===== config.mk =====
export PLATFORM = sky130hd
export DESIGN_NAME = sr_display_receiver
export DESIGN_NICKNAME = d
export VERILOG_FILES = /design/src/rtl/sr_display_receiver.sv
export SDC_FILE = /design/constraint.sdc
export NUM_CORES = 1
export LEC_CHECK = 0
export BUFFER_PORTS_ARGS = -buffer_cell sky130_fd_sc_hd__buf_2
export CAP_MARGIN = 10
export CORE_UTILIZATION = 58
export CTS_BUF_LIST = sky130_fd_sc_hd__clkbuf_4 sky130_fd_sc_hd__clkbuf_8
export DETAILED_ROUTE_END_ITERATION = 6
export GPL_TIMING_DRIVEN = 0
export PLACE_DENSITY_LB_ADDON = 0.05
export RECOVER_POWER = 25
export REMOVE_ABC_BUFFERS = 1
export SYNTH_ARGS = -nofsm -noshare
export SYNTH_HDL_FRONTEND = slang
export SYNTH_SLANG_ARGS = --single-unit

===== constraint.sdc =====
create_clock -name clk -period 3.2 [get_ports clk]
set_input_delay 0.64 -clock clk [delete_from_list [all_inputs] [get_ports clk]]
set_output_delay 0.64 -clock clk [all_outputs]
set_load 0.02 [all_outputs]

===== src/rtl/sr_display_receiver.sv =====
// sr_display_receiver: receiving end of a 74HC595-style display shift-register link.
// The link pins are oversampled on clk. The design shifts on sr_clk rises, copies
// the shift register to storage on sr_latch rises, and gates the visible word with sr_oe_n.
// Optional frame-length checking is compiled in when SR_RX_FRAME_CHECK_EN is defined.
// Without it, o_frame_err and o_frame_err_seen are tied low.
module sr_display_receiver #(
  parameter int CHAIN_BITS  = 32,
  parameter int SYNC_STAGES = 2
) (
  input  logic                  clk,
  input  logic                  rst,
  input  logic                  i_sr_data,
  input  logic                  i_sr_clk,
  input  logic                  i_sr_latch,
  input  logic                  i_sr_oe_n,
  output logic [CHAIN_BITS-1:0] o_display_word,
  output logic                  o_display_en,
  output logic                  o_frame_valid,
  output logic                  o_frame_err,
  output logic                  o_frame_err_seen
);

  // The level used as "synced" is taken one flop early, so edge detection
  // can use the final flop as the previous sample. This way a storage update
  // lands exactly SYNC_STAGES edges after the pin is first sampled high.
  localparam int DS = SYNC_STAGES - 1;

  logic [DS-1:0]          data_sync_q;
  logic [DS-1:0]          oe_n_sync_q;
  logic [SYNC_STAGES-1:0] clk_sync_q;
  logic [SYNC_STAGES-1:0] latch_sync_q;

  logic                  data_s;
  logic                  clk_rise_s;
  logic                  latch_rise_s;
  logic [CHAIN_BITS-1:0] shift_q, shift_d;
  logic [CHAIN_BITS-1:0] storage_q, storage_d;
  logic                  valid_q, valid_d;

  assign data_s       = data_sync_q[DS-1];
  assign clk_rise_s   = clk_sync_q[DS] == 1'b0 && clk_sync_q[DS-1] == 1'b1;
  assign latch_rise_s = latch_sync_q[DS] == 1'b0 && latch_sync_q[DS-1] == 1'b1;

  // Synchronizer chains for all four link inputs; the OE chain resets to "disabled".
  always_ff @(posedge clk or posedge rst) begin
    if (rst) begin
      data_sync_q  <= '0;
      oe_n_sync_q  <= '1;
      clk_sync_q   <= '0;
      latch_sync_q <= '0;
    end else begin
      data_sync_q[0]  <= i_sr_data;
      oe_n_sync_q[0]  <= i_sr_oe_n;
      clk_sync_q[0]   <= i_sr_clk;
      latch_sync_q[0] <= i_sr_latch;
      for (int k = 1; k < DS; k++) begin
        data_sync_q[k] <= data_sync_q[k-1];
        oe_n_sync_q[k] <= oe_n_sync_q[k-1];
      end
      for (int k = 1; k < SYNC_STAGES; k++) begin
        clk_sync_q[k]   <= clk_sync_q[k-1];
        latch_sync_q[k] <= latch_sync_q[k-1];
      end
    end
  end

  // Shift and storage next-state.
  // Storage copies the pre-shift value when both rises coincide.
  always_comb begin
    shift_d   = shift_q;
    storage_d = storage_q;
    valid_d   = 1'b0;
    if (clk_rise_s) begin
      shift_d = {shift_q[CHAIN_BITS-2:0], data_s};
    end else begin
      shift_d = shift_q;
    end
    if (latch_rise_s) begin
      storage_d = shift_q;
      valid_d   = 1'b1;
    end else begin
      storage_d = storage_q;
      valid_d   = 1'b0;
    end
  end

  // Shift register, storage register and frame-valid pulse.
  always_ff @(posedge clk or posedge rst) begin
    if (rst) begin
      shift_q   <= '0;
      storage_q <= '0;
      valid_q   <= 1'b0;
    end else begin
      shift_q   <= shift_d;
      storage_q <= storage_d;
      valid_q   <= valid_d;
    end
  end

  assign o_display_en   = ~oe_n_sync_q[DS-1];
  assign o_display_word = o_display_en ? storage_q : '0;
  assign o_frame_valid  = valid_q;

`ifdef SR_RX_FRAME_CHECK_EN
  localparam int CNT_W   = $clog2(2 * CHAIN_BITS);
  localparam int CNT_MAX = 2 * CHAIN_BITS - 1;

  logic [CNT_W-1:0] cnt_q, cnt_d;
  logic             err_q, err_d;
  logic             seen_q, seen_d;

  // Count shifts since the last latch (saturating) and judge the frame length on latch.
  // A shift coinciding with the latch belongs to the next frame.
  always_comb begin
    cnt_d  = cnt_q;
    err_d  = 1'b0;
    seen_d = seen_q;
    if (latch_rise_s) begin
      err_d  = (cnt_q != CNT_W'(CHAIN_BITS));
      seen_d = seen_q | err_d;
      cnt_d  = clk_rise_s ? CNT_W'(1) : CNT_W'(0);
    end else if (clk_rise_s && cnt_q != CNT_W'(CNT_MAX)) begin
      cnt_d = cnt_q + CNT_W'(1);
    end else begin
      cnt_d = cnt_q;
    end
  end

  // Frame-length counter, error pulse and sticky error flag.
  always_ff @(posedge clk or posedge rst) begin
    if (rst) begin
      cnt_q  <= '0;
      err_q  <= 1'b0;
      seen_q <= 1'b0;
    end else begin
      cnt_q  <= cnt_d;
      err_q  <= err_d;
      seen_q <= seen_d;
    end
  end

  assign o_frame_err      = err_q;
  assign o_frame_err_seen = seen_q;
`else
  assign o_frame_err      = 1'b0;
  assign o_frame_err_seen = 1'b0;
`endif

endmodule


Word level (Yosys, flattened, before mapping) --
Index checks and enable logic that the tools add are counted.
Word-level totals: bits of input ports 6, output and inout bits 36, register bits 71
Cells by class: bitwise logic cells 3, reduce and logical (&&, ||, !) cells 2, muxes and demuxes 2
Operators by type and width (number):
- $mux 32 | 1
- $not 1->1 | 3
- $logic_and 1x1->1 | 2
- $mux 1 | 1

Depth between registers and ports, before layout --
word-level depth 3, gate-level depth with buffers 4, depth with buffers taken out 2

Least setup slack after synthesis --
OpenSTA, ideal clock, no wires.
path type reg-to-output, from reg oe_n_sync_q, to out o_display_en, stages on the path, launching flop included 3, path buffers 1, data required time 2.560 ns, path slack 1.584 ns, arrival 0.976 ns, cell sequence dfstp_2 -> clkbuf_1 -> inv_1
On the way: word-level cells in the longest chain between the ends 1
Ends and longest elaborated chain:
- start: declaration | line 29 | logic [DS-1:0] oe_n_sync_q;
- start signal: indexed assignment | line 58 | oe_n_sync_q[k] <= oe_n_sync_q[k-1];
- $not 1->1 | line 100 | assign o_display_en = ~oe_n_sync_q[DS-1];
- end: declaration | line 17 | output logic o_display_en,
No other way between the ends.

Final worst setup path --
from reg oe_n_sync_q, to out o_display_word[0]
On the way: word-level cells in the longest chain between the ends 1
Ends and longest elaborated chain:
- $mux 32 | line 101 | assign o_display_word = o_display_en ? storage_q : '0;
- end: declaration | line 16 | output logic [CHAIN_BITS-1:0] o_display_word,
No other way between the ends.

==> impl_metrics.env <==
export IMPL_status="completed"
export IMPL_drive_gt1_share_pct=53.2
export IMPL_cts_setup_buffers=0
export IMPL_die_w_um=74.9
export IMPL_syn_avg_cell_area_sq_um=16.6
export IMPL_placed_area_sq_mm=0.00330
export IMPL_power_density_mw_per_mm2=703
export IMPL_max_freq_mhz=447
export IMPL_htree_levels=3
export IMPL_wl_per_cell_um=15.3
export IMPL_setup_violations=0
export IMPL_cts_tree="yes"
export IMPL_yosysWarnings=0
export IMPL_fillCellCount=381
export IMPL_worst_setup_path_end_kind="output port"
export IMPL_die_area_sq_mm=0.00560
export IMPL_ff_latch_area_sq_mm=0.00178
export IMPL_rows=26
export IMPL_total_power_w=0.00246
export IMPL_ir_drop_v=0.000387
export IMPL_antenna_found_initial=0
export IMPL_grt_max_degree=34
export IMPL_grt_use_total_pct=18.5
export IMPL_die_h_um=74.9
export IMPL_layout_common_cells="dfrtp_1, mux2_4, buf_2"
export IMPL_core_area_sq_mm=0.00511
export IMPL_cts_sinks=71
export IMPL_ys_ff_latch=71
export IMPL_fin_crit_sh_pct=69.9
export IMPL_cts_resized=0
export IMPL_fin_tns_setup_ns=0
export IMPL_vias_per_cell=4.95
export IMPL_worstHoldStart="i_sr_oe_n"
export IMPL_crit_path_start_kind="flip-flop"
export IMPL_final_common_cell="dfrtp_1"
export IMPL_portBuffers=39
export IMPL_drtAntennaViolNets=0
export IMPL_clock_root_buffer="clkbuf_8"
export IMPL_finish_instance_area_sq_mm=0.00349
export IMPL_cp_max_fo=33
export IMPL_place_congestion=0.658
export IMPL_r2r_start="latch_sync_q[0]"
export IMPL_drc=0
export IMPL_grt_ovfl_total=0
export IMPL_relSlewSlack_pct=9.95
export IMPL_r2r_slack_ns=1.78
export IMPL_critical_path_required_ns=2.56
export IMPL_clockBufferDepth=2
export IMPL_worstMarginPinSlew_ns=1.35
export IMPL_cts_buffers=9
export IMPL_drtIter0Drc=69
export IMPL_synth_distinct_cells=11
export IMPL_n_antenna_cell=0
export IMPL_io_pins=42
export IMPL_grt_pass1_wl_um=7420
export IMPL_finalHoldViolations=0
export IMPL_synthCells=186
export IMPL_cp_startpoint="oe_n_sync_q"
export IMPL_multiInputGateArea_sq_mm=0.00118
export IMPL_finalWirelength_um=4610
export IMPL_areaGrowthSynthToFinish_pct=13.4
export IMPL_yosysSeqAreaShare_pct=57.7
export IMPL_postCtsHoldBufs=0
export IMPL_clk_pin_slew_ns=0.07
export IMPL_maxCapViolCount=0
export IMPL_rsz0062_at_grt="false"
export IMPL_syn_cell_area_sq_mm=0.00308
export IMPL_hold_class="in -> reg"
export IMPL_initial_core_util_pct=60.3
export IMPL_clkLatencyLatePin_ns=0.33
export IMPL_finClkSkew_ns=0.00663
export IMPL_critPathKind="reg -> out"
export IMPL_slew_violations=0
export IMPL_p_leak_nw=1.91
export IMPL_firstDrtPassIters=4
export IMPL_hpwl_um=2830
export IMPL_final_net_count=232
export IMPL_critPathArrivalTime_ns=1.60
export IMPL_num_vias=1489
export IMPL_first_global_vias=1471
export IMPL_period_needed_ns=2.24
==> metal layers <==
metal | GRT usage (%) | up-vias | part of all wire (%)
met5 | 0 | - | 0
met4 | 8.81 | 0 | 1.7
met3 | 6.02 | 7 | 2.5
met2 | 26.8 | 29 | 48
met1 | 25.5 | 762 | 48
li1 | - | 691 | -
==> path summary, 6_finish.rpt <==
path | depth (start not counted) | endpoint
hold / removal | 1 | oe_n_sync_q
max in group asynchronous | 3 | storage_q[8]
hold reg to reg | 0 | latch_sync_q[1]
min in group asynchronous | 2 | shift_q[3]
setup reg to reg | 2 | storage_q[22]
setup / recovery | 2 | o_display_word[0]
==> synthesized netlist by cell type <==
cell type | instances | share of area, %
nand2b_4 | 2 | 0.89
mux2_2 | 5 | 1.8
clkbuf_1 | 3 | 0.37
dfstp_2 | 1 | 0.85
inv_1 | 3 | 0.37
dfrtp_1 | 70 | 57
mux2_4 | 59 | 29
conb_1 | 1 | 0.12
buf_4 | 2 | 0.49
buf_6 | 8 | 2.9
nor2b_1 | 32 | 6.5
==> final cells by class <==
class,instances,area share (%)
multi-input cells,100,33.7
clock buffers,13,4.94
well taps,70,2.51
inverters,3,0.322
flip-flops and latches,71,50.9
clock inverters,3,1.15
repair buffers,41,6.48
==> cells by family (layout without fill, tap and decap cells) <==
kind of cell,count (synthesis),in the layout,synth area share (%)
simple gates,34,34,7.40
mux,64,64,30.6
buf+inv,16,60,4.14
flops,71,71,57.7
other cells,1,2,0.122
==> report_power, final <==
part / total (W) / switching [W] / leakage [nW] / internal (W)
clock: 0.000732 / 0.000301 / 0.113 / 0.000430
combinational: 0.000508 / 0.000181 / 0.873 / 0.000327
sequential: 0.00122 / 0.000133 / 0.928 / 0.00108
==> worst max-delay path, cell delays in order, from the launching register on <==
cell,delay [ns]
dfstp_2,0.94
nor2b_1,0.13
buf_2,0.19
==> through the flow <==
| stage | std cells | hold WS, ns | utilization, % | setup slack [ns] |
|---|---|---|---|---|
| after floorplan | 174 | 0.411 | - | 0.765 |
| after global placement | 283 | 0.418 | 63.6 | 0.117 |
| after CTS | 301 | 0.350 | 68.9 | 0.941 |
| after detailed placement | 285 | 0.426 | 64.7 | 1.31 |
| final | 301 | 0.407 | 68.4 | 0.963 |
| after global routing | 301 | 0.390 | 68.4 | 0.655 |
==> sequential cells by signal, summed over array words and instances (netlist names) <==
| signal | count |
|---|---|
| clk_sync_q | 2 |
| o_frame_valid | 1 |
| shift_q | 32 |
| storage_q | 32 |
| latch_sync_q | 2 |
| data_s | 1 |
| oe_n_sync_q | 1 |
No activity file was read; power rests on OpenSTA's default activity.
